==> config.mk <==
export PLATFORM = sky130hd
export DESIGN_NAME = adc_avg_sequencer
export DESIGN_NICKNAME = d
export VERILOG_FILES = /design/src/rtl/adc_avg_sequencer.sv
export SDC_FILE = /design/constraint.sdc
export NUM_CORES = 1
export LEC_CHECK = 0
export ABC_AREA = 1
export ABC_CLOCK_PERIOD_IN_PS = 2350
export CORE_MARGIN = 2
export CORE_UTILIZATION = 45
export CTS_BUF_LIST = sky130_fd_sc_hd__clkbuf_8
export DETAILED_ROUTE_END_ITERATION = 10
export GPL_ROUTABILITY_DRIVEN = 0
export PLACE_DENSITY = 0.73
export SLEW_MARGIN = 10
export SYNTH_ARGS = -nofsm -noshare
export SYNTH_HDL_FRONTEND = slang
export SYNTH_SLANG_ARGS = --single-unit
export TNS_END_PERCENT = 30
==> constraint.sdc <==
create_clock -name clk -period 2.35 [get_ports clk]
set_input_delay 0.235 -clock clk [delete_from_list [all_inputs] [get_ports clk]]
set_output_delay 0.235 -clock clk [all_outputs]
set_load 0.02 [all_outputs]
==> src/rtl/adc_avg_sequencer.sv <==
// rtl/adc_avg_sequencer.sv - periodic ADC request sequencer with 2^LOG2_N rounded averaging and timeout
module adc_avg_sequencer #(
    parameter int DATA_W  = 12,
    parameter int LOG2_N  = 3,
    parameter int PERIOD  = 50000,
    parameter int TIMEOUT = 4096
) (
    input  logic              clk,
    input  logic              rst,
    input  logic              enable,
    input  logic [DATA_W-1:0] ad_in,
    input  logic              flag,
    output logic              convert,
    output logic [DATA_W-1:0] avg_out,
    output logic              avg_valid,
    output logic              busy,
    output logic              timeout_err
);
    localparam int ACC_W = DATA_W + LOG2_N;
    localparam int PER_W = $clog2(PERIOD);
    localparam int TMO_W = $clog2(TIMEOUT);
    localparam logic [PER_W-1:0]  PER_LAST = PER_W'(PERIOD - 1);
    localparam logic [TMO_W-1:0]  TMO_LAST = TMO_W'(TIMEOUT - 1);
    localparam logic [LOG2_N-1:0] CNT_LAST = '1;
    localparam logic [ACC_W-1:0]  HALF     = ACC_W'(2 ** (LOG2_N - 1));

    typedef enum logic [1:0] {S_TICK, S_REQ, S_WAIT, S_OUT} state_t;

    state_t              state_q, state_d;
    logic [PER_W-1:0]    per_q, per_d;
    logic [TMO_W-1:0]    tmo_q, tmo_d;
    logic [ACC_W-1:0]    acc_q, acc_d;
    logic [LOG2_N-1:0]   cnt_q, cnt_d;
    logic [DATA_W-1:0]   avg_q, avg_d;
    logic                convert_q, valid_q, valid_d, busy_q, err_q, err_d;
    logic [ACC_W-1:0]    rounded;

    // Sum of N full-scale samples plus N/2 still fits in ACC_W bits.
    assign rounded = acc_q + HALF;

    always_comb begin
        state_d = state_q;
        per_d   = per_q;
        tmo_d   = tmo_q;
        acc_d   = acc_q;
        cnt_d   = cnt_q;
        avg_d   = avg_q;
        valid_d = 1'b0;
        err_d   = err_q;
        case (state_q)
            S_TICK: begin
                if (!enable) begin
                    per_d = '0;
                end else if (per_q == PER_LAST) begin
                    per_d   = '0;
                    state_d = S_REQ;
                end else begin
                    per_d = per_q + PER_W'(1);
                end
            end
            S_REQ: begin
                tmo_d   = '0;
                state_d = S_WAIT;
            end
            S_WAIT: begin
                // A flag on the final wait cycle still counts as a completed conversion.
                if (flag) begin
                    acc_d   = acc_q + ACC_W'(ad_in);
                    cnt_d   = cnt_q + LOG2_N'(1);
                    state_d = (cnt_q == CNT_LAST) ? S_OUT : S_TICK;
                end else if (tmo_q == TMO_LAST) begin
                    err_d   = 1'b1;
                    state_d = S_TICK;
                end else begin
                    tmo_d = tmo_q + TMO_W'(1);
                end
            end
            S_OUT: begin
                avg_d   = rounded[ACC_W-1:LOG2_N];
                valid_d = 1'b1;
                acc_d   = '0;
                cnt_d   = '0;
                state_d = S_TICK;
            end
            default: state_d = S_TICK;
        endcase
    end

    always_ff @(posedge clk or posedge rst) begin
        if (rst) begin
            state_q   <= S_TICK;
            per_q     <= '0;
            tmo_q     <= '0;
            acc_q     <= '0;
            cnt_q     <= '0;
            avg_q     <= '0;
            convert_q <= 1'b0;
            valid_q   <= 1'b0;
            busy_q    <= 1'b0;
            err_q     <= 1'b0;
        end else begin
            state_q   <= state_d;
            per_q     <= per_d;
            tmo_q     <= tmo_d;
            acc_q     <= acc_d;
            cnt_q     <= cnt_d;
            avg_q     <= avg_d;
            convert_q <= (state_d == S_REQ);
            valid_q   <= valid_d;
            busy_q    <= (state_d != S_TICK);
            err_q     <= err_d;
        end
    end

    assign convert     = convert_q;
    assign avg_out     = avg_q;
    assign avg_valid   = valid_q;
    assign busy        = busy_q;
    assign timeout_err = err_q;
endmodule
# [After elaboration in Yosys (flattened, before gate mapping)]
# Cells that the tools add are included.
[totals] out_inout_bits=16 wordCells=49 reg_bits=64
[classes] bitwise_logic=1 n_reduce_logical=7 add_sub_neg=5 n_eq_ne=10 n_mux=16
[ops] op="16-bit 2-to-1 mux" n=2
[ops] op="15-bit case mux with 2 select lines" n=1
[ops] op="12-bit 2-to-1 mux" n=2
[ops] op="12-bit case mux with 2 select lines" n=1
[ops] op="16-bit by 1-bit adder with 16-bit output (second input constant)" n=1
[ops] op="16-bit == test (second input constant)" n=1
[ops] op="15-bit by 12-bit adder with 15-bit output" n=1
[ops] op="15-bit by 3-bit adder with 15-bit output (second input constant)" n=1
[ops] op="15-bit 2-to-1 mux" n=1
[ops] op="12-bit by 1-bit adder with 12-bit output (second input constant)" n=1
[ops] op="12-bit == test (second input constant)" n=1
[ops] op="2-bit 2-to-1 mux" n=5
[ops] op="2-bit case mux with 4 select lines" n=1
[ops] op="2-bit != test (second input constant)" n=3
[ops] op="3-bit case mux with 2 select lines" n=1
[ops] op="3-bit AND reduction" n=2
[ops] op="2-bit nonzero test" n=3
[ops] op="2-bit by 1-bit == test with 1-bit output (second input constant)" n=2
[ops] op="2-bit == test (second input constant)" n=2
[ops] op="3-bit by 1-bit adder with 3-bit output (second input constant)" n=1
[ops] op="3-bit == test (second input constant)" n=1
[ops] op="3-bit 2-to-1 mux" n=1
[ops] op="2-bit logical NOT" n=1
[ops] op="2-bit AND reduction" n=1
[ops] op="other kinds (2)" n=2

# [Depth between registers and ports, before layout]
# Gate-level depths: netlist (run 1).
[depth] depth_word=5 ltp_mapped=11 ltp_nobuf=11

# [Worst setup path after synthesis (run 1)]
# OpenSTA, ideal clock, no wires.
[synth_timing] path_type="reg2reg" from="reg acc_q[0]" to="reg acc_q[12]" setup_time_ns=0.113 stages_incl_launch_ff=11 path_slack_ns=0.736 synth_period_minus_slack_ns=1.614 t_arrival_ns=1.502 path_cell_list="dfrtp_1 -> ha_1 -> fa_1 -> nand3_1 -> nand3_1 -> nand3_1 -> nand3_1 -> nand2_1 -> nand2_1 -> nand2_1 -> inv_1"
[synth_via] elab_chain_cells=3
[synth_rtl] item="start: declaration" line_no="32" rtl="logic [ACC_W-1:0] acc_q, acc_d;"
[synth_rtl] item="start signal: assignment" line_no="94" rtl="acc_q <= '0;"
[synth_rtl] item="start signal: assignment" line_no="105" rtl="acc_q <= acc_d;"
[synth_rtl] item="15-bit by 12-bit adder with 15-bit output" line_no="68" rtl="acc_d = acc_q + ACC_W'(ad_in);"
[synth_rtl] item="15-bit 2-to-1 mux" line_no="67" rtl="if (flag) begin"
[synth_rtl] item="15-bit case mux with 2 select lines" line_no="50" rtl="case (state_q)"
# Every way passes these cells. The select of a mux whose other input is x is not followed.
# A chain may end at the register's enable or synchronous reset.

# [Worst setup path after layout (run 1)]
# Same ends and word-level chain as after synthesis.

==> results of run 1 <==
==> worst paths after layout <==
check,from,end,cells past startpoint
min reg2reg,timeout_err,timeout_err,1
max,acc_q[0],acc_q[12],10
max in group asynchronous,rst,tmo_q[5],3
min,rst,per_q[8],3
max reg2reg,acc_q[0],acc_q[12],10
min in group clk,timeout_err,timeout_err,1
==> final cells by class <==
| cell class | instances | area share (%) |
|---|---|---|
| Clock buffer | 11 | 3.262 |
| Clock inverter | 4 | 1.483 |
| Inverter | 73 | 5.958 |
| Multi-Input combinational cell | 402 | 44.43 |
| Sequential cell | 64 | 34.51 |
| Tap cell | 108 | 2.912 |
| Timing Repair Buffer | 34 | 7.441 |
==> logic make-up (layout without fill, tap and decap cells) <==
family,count (synthesis),after routing
simple gates,296,296
compound gates,75,75
buf+inv,80,122
flops,64,64
xor+xnor,13,13
fa+ha+maj,18,18
==> synth_stat cells, types with 5 or more instances <==
library cell              count  share of area, %
sky130_fd_sc_hd__o22ai_1      5              0.79
sky130_fd_sc_hd__o21ai_0     32               4.0
sky130_fd_sc_hd__dfrtp_1     64                40
sky130_fd_sc_hd__inv_1       67               6.3
sky130_fd_sc_hd__nor3_1       7              0.88
sky130_fd_sc_hd__nand4_1     12               1.9
sky130_fd_sc_hd__nand2_1    171                16
sky130_fd_sc_hd__nor2_1      42               4.0
sky130_fd_sc_hd__a21oi_1     18               2.3
sky130_fd_sc_hd__ha_1        17               5.3
sky130_fd_sc_hd__nand3_1     48               6.0
sky130_fd_sc_hd__inv_2        5              0.47
sky130_fd_sc_hd__xor2_1       9               2.0
==> metrics by stage <==
stage               cells  utilization [%]
floorplan             546                -
global placement      681            51.19
detailed placement    681            51.19
CTS                   696            53.74
global route          696            53.74
finish                696            53.74
==> metal layers <==
metal  global-route usage [%]  part of all wire [%]  routed length, microns  up-vias
met2                    34.25                    49                    4400       74
met1                    25.38                    46                    4090     1715
met4                    7.906                   1.5                     134        0
met5                        0                     0                       0        -
met3                    2.720                   4.0                     360       13
li1                         -                     -                       -     1844
==> power by group <==
part | internal (mW) | leakage [nW] | switching [mW] | total (mW)
Sequential | 1.14 | 0.857 | 0.0495 | 1.19
Clock | 0.644 | 0.117 | 0.432 | 1.08
Combinational | 0.131 | 1.31 | 0.197 | 0.328
==> worst max-delay path: stages, from the launching register on <==
cell,delay [ns]
sky130_fd_sc_hd__dfrtp_1,0.39
sky130_fd_sc_hd__ha_1,0.22
sky130_fd_sc_hd__fa_1,0.44
sky130_fd_sc_hd__nand3_1,0.11
sky130_fd_sc_hd__nand3_1,0.12
sky130_fd_sc_hd__nand3_1,0.10
sky130_fd_sc_hd__nand3_1,0.10
sky130_fd_sc_hd__nand2_1,0.07
sky130_fd_sc_hd__nand2_1,0.05
sky130_fd_sc_hd__nand2_1,0.05
sky130_fd_sc_hd__inv_1,0.04
==> state kept, by name (all words and copies together), names as in the netlist <==
signal	flops
convert	1
busy	1
tmo_q	12
timeout_err	1
avg_valid	1
avg_out	12
state_q	2
cnt_q	3
per_q	16
acc_q	15
==> flow_summary_export.csv, run 1 <==
group,metric,value,unit
pwr,power_per_standard_cell_area,558.7,nW/um^2
synth,yosys-mux-area-fraction,0,%
layout,layout.cells.most_common_list,"sky130_fd_sc_hd__nand2_1 (171), sky130_fd_sc_hd__inv_1 (67), sky130_fd_sc_hd__dfrtp_1 (64)",
layout,layout-drive-gt1-share,6.973,%
clock_tree,cts.clk_slew.worst_paths,0.08,ns
floorplanning,floorplan.core_area,8636,sq um
global_route,total_global_route_track_usage,19.91,%
pwr,report.power.total,2.593,mW
synth,synth_nets,580,
synth,post_synth_fa_ha_maj_area_fraction,5.849,%
timing,setup-violations-final,0,
floorplanning,die_x,98.03,microns
layout,final_nets,618,
placed_design,placement.setup.worst_slack,0.2781,ns
routing,detailroute.via_count,3646,
routing,post_drt_via_cell_ratio,5.239,
synth,syn_area_per_cell,7.287,sq um
synth,synth_seq_cells,64,
synth,postSynthCellCount,546,
placed_design,place_area,4420,sq um
clock_tree,clock_tree.buffer_depth,2,
run,max_cap_violations,0,
placed_design,post-dp-hpwl,6.627,mm
timing,period_needed,1.781,ns
setup_path,critPathRequiredTime,2.59,ns
timing,final_layout_setup_total_negative_slack,0,ns
clock_tree,tritoncts_num_sinks,64,
synth,synth.yosys.seq_area_share,40.25,%
layout,finalInstanceArea,4641,sq um
global_route,grt_antenna_before_repair,0,
outcome,run_status,"complete, no violations",
routing,routed_wirelength,8.985,mm
floorplanning,io_pins,32,
synth,yosys_most_used_dff,"sky130_fd_sc_hd__dfrtp_1",
synth,main_combinational_cell_family_by_area_after_synthesis,"simple AND/OR/NAND/NOR gates",
setup_path,critical_path.startpoint_type,"flop",
floorplanning,chipHeight,98.03,microns
synth,synth_area,3979,sq um
timing,worst_hold_slack,0.2637,ns
floorplanning,num_rows,34,
layout,seqCellArea,1602,sq um
setup_path,worstSetupEndpointType,"flop",
layout,antenna_cells_inserted,0,
routing,detail-route-antenna-nets,0,
layout,area.growth.synth_to_final,16.64,%
timing,slew_headroom,72.55,%
min_path,worstHoldPathType,"in2async",
layout,layout.cells.most_common,"sky130_fd_sc_hd__nand2_1",
synth,synth_async_sr_flop_share,100.0,%
global_route,first_global_vias,3504,
pwr,worst_voltage_drop_across_the_vdd_grid,0.2935,mV
global_route,grt_first_pass_wirelength,15.70,mm
setup_path,worst-path-max-fanout,4,
floorplanning,floorplan.die_area,9610,sq um
layout,fill_cells,812,
clock_tree,cts-htree-levels,3,
layout,multi_input_logic_area,2062,sq um
timing,maxClockFrequency,0.5613,GHz
timing,final-hold-violation-count,0,
setup_path,timing.setup.critical_path_class,"reg2reg",
synth,synth-xor-area-share,2.862,%
synth,count_of_flip_flops_with_a_built_in_enable_after_synthesis,0,
routing,drt_first_iter_violations,121,
timing,grt_setup_unrepaired,"false",
timing,setup_ws,0.5686,ns
routing,detail_route.first_pass.iterations,5,
global_route,largest_net_degree_at_the_start_of_global_routing,65,
global_route,grt_overflow,0,
synth,synthSimpleGateAreaFrac,32.33,%
clock_tree,clock_latency,0.35,ns
setup_path,worst_ep_arrival_time,2.02,ns
setup_path,timing.reg2reg.setup_slack,0.57,ns
placed_design,portBuffers,31,
routing,avgRoutedWirePerCell,12.91,microns
routing,route.detailed.drc,0,
pwr,leakagePower,2.287,nW
timing,min_period_over_period,75.81,%
clock_tree,tritoncts,"yes",
clock_tree,cts_root_buf,"sky130_fd_sc_hd__clkbuf_8",
clock_tree,post_cts.resized_instances,0,
timing,tightest_slew,0.4108,ns
synth,synth_compound_area_share,10.79,%
timing,slew_viol_final,0,
clock_tree,holdBufCountCts,0,
synth,synth_cell_type_count,36,
clock_tree,postCtsSetupRepairBufs,0,
floorplanning,floorplan.initialDensity,46.07,%
synth,yosys_warnings,0,
timing,clock_skew,0.01313,ns
clock_tree,cts_made_buffers,9,
Note: power is estimated with default switching activity, not from simulation.
==> run 2, diff against run 1 <==
Settings changed: ABC_CLOCK_PERIOD_IN_PS 2350 to 1800.
Clock period 2.35 ns to 1.8 ns, I/O delays scaled along.
==> flow_summary_export.csv, run 2 (synthesis gave the netlist of run 1 again) <==
group,metric,value,unit
global_route,grt_antenna_before_repair,0,
timing,slew_viol_final,0,
layout,multi_input_logic_area,2088,sq um
routing,detailroute.via_count,3649,
setup_path,worst-path-max-fanout,4,
layout,fill_cells,829,
layout,area.growth.synth_to_final,18.11,%
pwr,report.power.total,3.092,mW
timing,clock_skew,0.01683,ns
setup_path,timing.reg2reg.setup_slack,0.12,ns
setup_path,critical-path-top-delay-family,"simple AND/OR/NAND/NOR gates",
floorplanning,floorplan.core_area,8636,sq um
layout,antenna_cells_inserted,0,
routing,route.detailed.drc,0,
setup_path,reg2reg_from,"acc_q[0]",
setup_path,critPathRequiredTime,2.04,ns
placed_design,place.detailed.instances,691,
placed_design,post-dp-hpwl,6.771,mm
clock_tree,holdBufCountCts,0,
timing,setup_ws,0.1165,ns
pwr,power_per_standard_cell_area,657.8,nW/um^2
routing,avgRoutedWirePerCell,12.57,microns
setup_path,critical_path.startpoint_type,"flop",
setup_path,worst-path-stages,10,
timing,tightest_slew,0.4421,ns
layout,layout.cells.most_common_list,"sky130_fd_sc_hd__nand2_1 (170), sky130_fd_sc_hd__inv_1 (68), sky130_fd_sc_hd__dfrtp_1 (64)",
floorplanning,floorplan.initialDensity,46.07,%
timing,period_needed,1.684,ns
setup_path,critical_path.slowest_cell,"sky130_fd_sc_hd__dfrtp_1",
global_route,grt_overflow,0,
min_path,worstHoldPathType,"in2async",
pwr,worst_voltage_drop_across_the_vdd_grid,0.3765,mV
routing,detail-route-antenna-nets,0,
clock_tree,clock_tree.buffer_depth,2,
run,max_cap_violations,0,
layout,post-route-util,54.42,%
timing,setup-violations-final,0,
layout,final_nets,628,
setup_path,timing.critical_path.slowest_cell_delay,0.38,ns
layout,instances_no_fill,707,
setup_path,rr_endpoint,"acc_q[12]",
clock_tree,cts.clk_slew.worst_paths,0.08,ns
placed_design,portBuffers,31,
clock_tree,tritoncts,"yes",
routing,post_drt_via_cell_ratio,5.161,
layout,largest_reg_flops,16,
setup_path,worst_ep_arrival_time,1.93,ns
global_route,first_global_vias,3607,
setup_path,worst-path-buf-inv,1,
routing,drt_first_iter_violations,153,
routing,routed_wirelength,8.889,mm
global_route,grt_first_pass_wirelength,15.77,mm
layout,largest_register,"per_q",
layout,seqCellArea,1602,sq um
timing,grt_setup_unrepaired,"true",
layout,layout-drive-gt1-share,9.349,%
floorplanning,io_pins,32,
pwr,leakagePower,2.330,nW
placed_design,placement.setup.worst_slack,-0.1741,ns
timing,min_period_over_period,93.53,%
setup_path,timing.setup.critical_path_class,"reg2reg",
clock_tree,cts_made_buffers,9,
outcome,run_status,"complete, no violations",
layout,layout.cells.most_common,"sky130_fd_sc_hd__nand2_1",
routing,detail_route.first_pass.iterations,7,
floorplanning,num_rows,34,
setup_path,cp_cell_sequence,"ha_1, fa_2, nand3_1, nand3_2, nand3_1, nand3_1, nand2_1, nand2_1, nand2_1, inv_1",
clock_tree,tritoncts_num_sinks,64,
clock_tree,cts_root_buf,"sky130_fd_sc_hd__clkbuf_8",
timing,maxClockFrequency,0.5940,GHz
global_route,total_global_route_track_usage,19.88,%
global_route,largest_net_degree_at_the_start_of_global_routing,27,
floorplanning,chipHeight,98.03,microns
clock_tree,clock_latency,0.35,ns
timing,final-hold-violation-count,0,
setup_path,worstSetupEndpointType,"flop",
setup_path,ff2ff_path_depth,10,
layout,reg.largest.list,"per_q (16), acc_q (15)",
clock_tree,cts-htree-levels,3,
floorplanning,die_x,98.03,microns
floorplanning,floorplan.die_area,9610,sq um
timing,slew_headroom,70.49,%
[run 2: cell types whose count changed in the layout (fill, tap and decap cells not counted), sizes merged]
cell    before  now
clkinv       1    4
clkbuf      11   10
bufinv       2    0
buf          3   13
inv         74   75
[run 2: final cells by class]
| class | count | share of cell area [%] |
|---|---|---|
| clock buffers | 10 | 2.929 |
| clock inverters | 6 | 0.5857 |
| inverters | 73 | 5.884 |
| multi-input cells | 402 | 44.44 |
| flip-flops and latches | 64 | 34.08 |
| well taps | 108 | 2.875 |
| repair buffers | 44 | 9.212 |
[run 2: per-stage QoR]
| step | TNS (ns) | area, sq um | hold slack, ns |
|---|---|---|---|
| finish | 0 | 4700 | 0.1542 |
| global route | -0.04261 | 4700 | 0.1819 |
| CTS | 0 | 4673 | 0.1609 |
| detailed placement | -0.6496 | 4508 | 0.4562 |
| global placement | -0.4559 | 4508 | 0.4394 |
| floorplan | 0 | 3979 | 0.3654 |
[run 2: where the power goes]
| group | switching [mW] | leakage [nW] | total, mW | internal (mW) |
|---|---|---|---|---|
| registers | 0.0577 | 0.857 | 1.54 | 1.49 |
| clock network | 0.563 | 0.0982 | 1.08 | 0.518 |
| logic | 0.273 | 1.37 | 0.467 | 0.194 |
[run 2: what timing repair did]
item                                   4_1_cts  5_1_grt
setup endpoints to repair                    0       11
gates resized for setup                      0        5
endpoints found under the hold margin        0        0
setup buffers                                0        0
[run 2: worst max-delay path by stage]
stage | from | to | slack, ns
4_1_cts | acc_q[0] | acc_q[12] | 0.05
3_5_place_dp | ad_in[0] | acc_q[12] | -0.17
2_1_floorplan | rst | acc_q[0] | 0.02
3_3_place_gp | ad_in[0] | acc_q[12] | -0.13
5_1_grt | acc_q[3] | acc_q[13] | -0.02
6_report | acc_q[0] | acc_q[12] | 0.12
[run 2: routing by layer]
layer | share of wire [%] | global-route usage (%)
met1 | 48 | 25.23
met2 | 47 | 33.83
met5 | 0 | 0
met4 | 2.0 | 6.838
met3 | 2.9 | 4.080
==> run 3, diff against run 2 <==
Settings changed: ABC_CLOCK_PERIOD_IN_PS 1800 to 2200.
Clock period 1.8 ns to 2.2 ns, I/O delays scaled along.
==> flow_summary_export.csv, run 3 (synthesis gave the netlist of run 1 again) <==
group,metric,value,unit
setup_path,cp_cell_sequence,"ha_1, fa_1, nand3_1, nand3_1, nand3_1, nand3_1, nand2_1, nand2_1, nand2_1, inv_1",
setup_path,critPathLaunch,"acc_q[0]",
clock_tree,clock_latency,0.35,ns
pwr,worst_voltage_drop_across_the_vdd_grid,0.3650,mV
routing,detail-route-antenna-nets,0,
run,max_cap_violations,0,
floorplanning,floorplan.core_area,8636,sq um
clock_tree,cts_made_buffers,9,
global_route,grt_first_pass_wirelength,15.49,mm
routing,met1_length,4.012,mm
routing,post_drt_via_cell_ratio,5.209,
layout,largest_register,"per_q",
timing,clock_skew,0.008710,ns
global_route,first_global_vias,3544,
layout,seqCellArea,1602,sq um
routing,detailroute.via_count,3636,
floorplanning,io_pins,32,
timing,setup_ws,0.4175,ns
floorplanning,chipHeight,98.03,microns
clock_tree,postCtsSetupRepairBufs,0,
routing,routed_wirelength,8.828,mm
placed_design,post-dp-hpwl,6.668,mm
setup_path,timing.setup.critical_path_class,"reg2reg",
routing,wl_met3,353,microns
clock_tree,post_cts.resized_instances,0,
clock_tree,tritoncts_num_sinks,64,
timing,setup-violations-final,0,
timing,period_needed,1.783,ns
floorplanning,floorplan.initialDensity,46.07,%
clock_tree,clock_tree.buffer_depth,2,
routing,detail_route.first_pass.iterations,5,
clock_tree,cts_root_buf,"sky130_fd_sc_hd__clkbuf_8",
pwr,leakagePower,2.295,nW
timing,maxClockFrequency,0.5610,GHz
floorplanning,die_x,98.03,microns
setup_path,timing.critical_path.slowest_cell_delay,0.43,ns
clock_tree,holdBufCountCts,0,
timing,final_layout_setup_total_negative_slack,0,ns
setup_path,critical_path.slowest_cell,"sky130_fd_sc_hd__fa_1",
timing,min_period_over_period,81.02,%
min_path,worstHoldPathType,"in2async",
setup_path,rr_endpoint,"acc_q[12]",
floorplanning,num_rows,34,
layout,multi_input_logic_area,2062,sq um
setup_path,timing.reg2reg.setup_slack,0.42,ns
routing,highest-signal-layer,"met4",
routing,drt_first_iter_violations,153,
global_route,grt_overflow,0,
global_route,total_global_route_track_usage,19.55,%
clock_tree,cts.clk_slew.worst_paths,0.07,ns
routing,route.detailed.drc,0,
setup_path,critical_path.startpoint_type,"flop",
layout,layout.cells.most_common_list,"sky130_fd_sc_hd__nand2_1 (171), sky130_fd_sc_hd__inv_1 (69), sky130_fd_sc_hd__dfrtp_1 (64)",
timing,grt_setup_unrepaired,"false",
timing,tightest_slew,0.4737,ns
layout,fill_cells,804,
timing,final-hold-violation-count,0,
layout,area.growth.synth_to_final,16.67,%
layout,finalInstanceArea,4642,sq um
setup_path,ff2ff_path_depth,10,
layout,reg.largest.list,"per_q (16), acc_q (15)",
setup_path,worstSetupEndpointType,"flop",
layout,layout.cells.most_common,"sky130_fd_sc_hd__nand2_1",
layout,largest_reg_flops,16,
global_route,grt_antenna_before_repair,0,
layout,antenna_cells_inserted,0,
setup_path,critical-path-top-cell-by-count,"sky130_fd_sc_hd__nand3_1",
timing,slew_viol_final,0,
pwr,power_per_standard_cell_area,587.6,nW/um^2
setup_path,reg2reg_from,"acc_q[0]",
placed_design,portBuffers,31,
floorplanning,floorplan.die_area,9610,sq um
outcome,run_status,"complete, no violations",
setup_path,worst_ep_arrival_time,2.02,ns
pwr,report.power.total,2.727,mW
timing,slew_headroom,68.37,%
layout,final_nets,619,
clock_tree,tritoncts,"yes",
placed_design,placement.setup.worst_slack,0.1626,ns
setup_path,critPathRequiredTime,2.44,ns
setup_path,worst-path-max-fanout,4,
global_route,largest_net_degree_at_the_start_of_global_routing,29,
setup_path,cp-endpoint,"acc_q[12]",
layout,layout-drive-gt1-share,6.949,%
placed_design,place_area,4428,sq um
routing,met2_length,4.339,mm
routing,avgRoutedWirePerCell,12.65,microns
clock_tree,cts-htree-levels,3,
-- run 3: per-layer routing --
metal,vias up,track usage [%]
met5,-,0
met4,0,6.944
met3,14,3.508
met2,88,33.56
met1,1683,24.78
li1,1851,-
-- run 3: cell type report --
type / count / share of cell area (%)
inverter: 73 / 5.957
clock inverter: 6 / 1.644
sequential: 64 / 34.50
tap: 108 / 2.911
timing repair buffer: 35 / 7.601
clock buffer: 10 / 2.965
multi-input combinational: 402 / 44.42
-- run 3: how the worst min path moves through the flow --
| stage | start | end | slack, ns | cells after the start |
|---|---|---|---|---|
| final | rst | tmo_q[4] | 0.21 | 2 |
| after global routing | rst | busy | 0.28 | 2 |
| after CTS | rst | cnt_q[1] | 0.23 | 2 |
| after detailed placement | timeout_err | timeout_err | 0.44 | 1 |
| after global placement | timeout_err | timeout_err | 0.44 | 1 |
| after floorplan | flag | tmo_q[1] | 0.41 | 3 |
-- run 3: critical path, delay by kind of cell (launching register included) --
kind / cells / cell delay (ns)
simple gates: 7 / 0.61
fa+ha+maj: 2 / 0.64
flops: 1 / 0.38
buf+inv: 1 / 0.04
-- run 3: where the power goes --
| group | leakage, nW | switching (mW) | internal, mW | total (mW) |
|---|---|---|---|---|
| clock | 0.120 | 0.451 | 0.655 | 1.11 |
| sequential | 0.857 | 0.0520 | 1.22 | 1.27 |
| combinational | 1.32 | 0.212 | 0.140 | 0.353 |
-- run 3: per-stage QoR --
stage / cells / util, % / hold slack [ns]
after floorplan: 546 / - / 0.4054
after global placement: 682 / 51.28 / 0.4403
after detailed placement: 682 / 51.28 / 0.4446
after CTS: 698 / 53.75 / 0.2325
after global routing: 698 / 53.75 / 0.2775
final: 698 / 53.75 / 0.2137
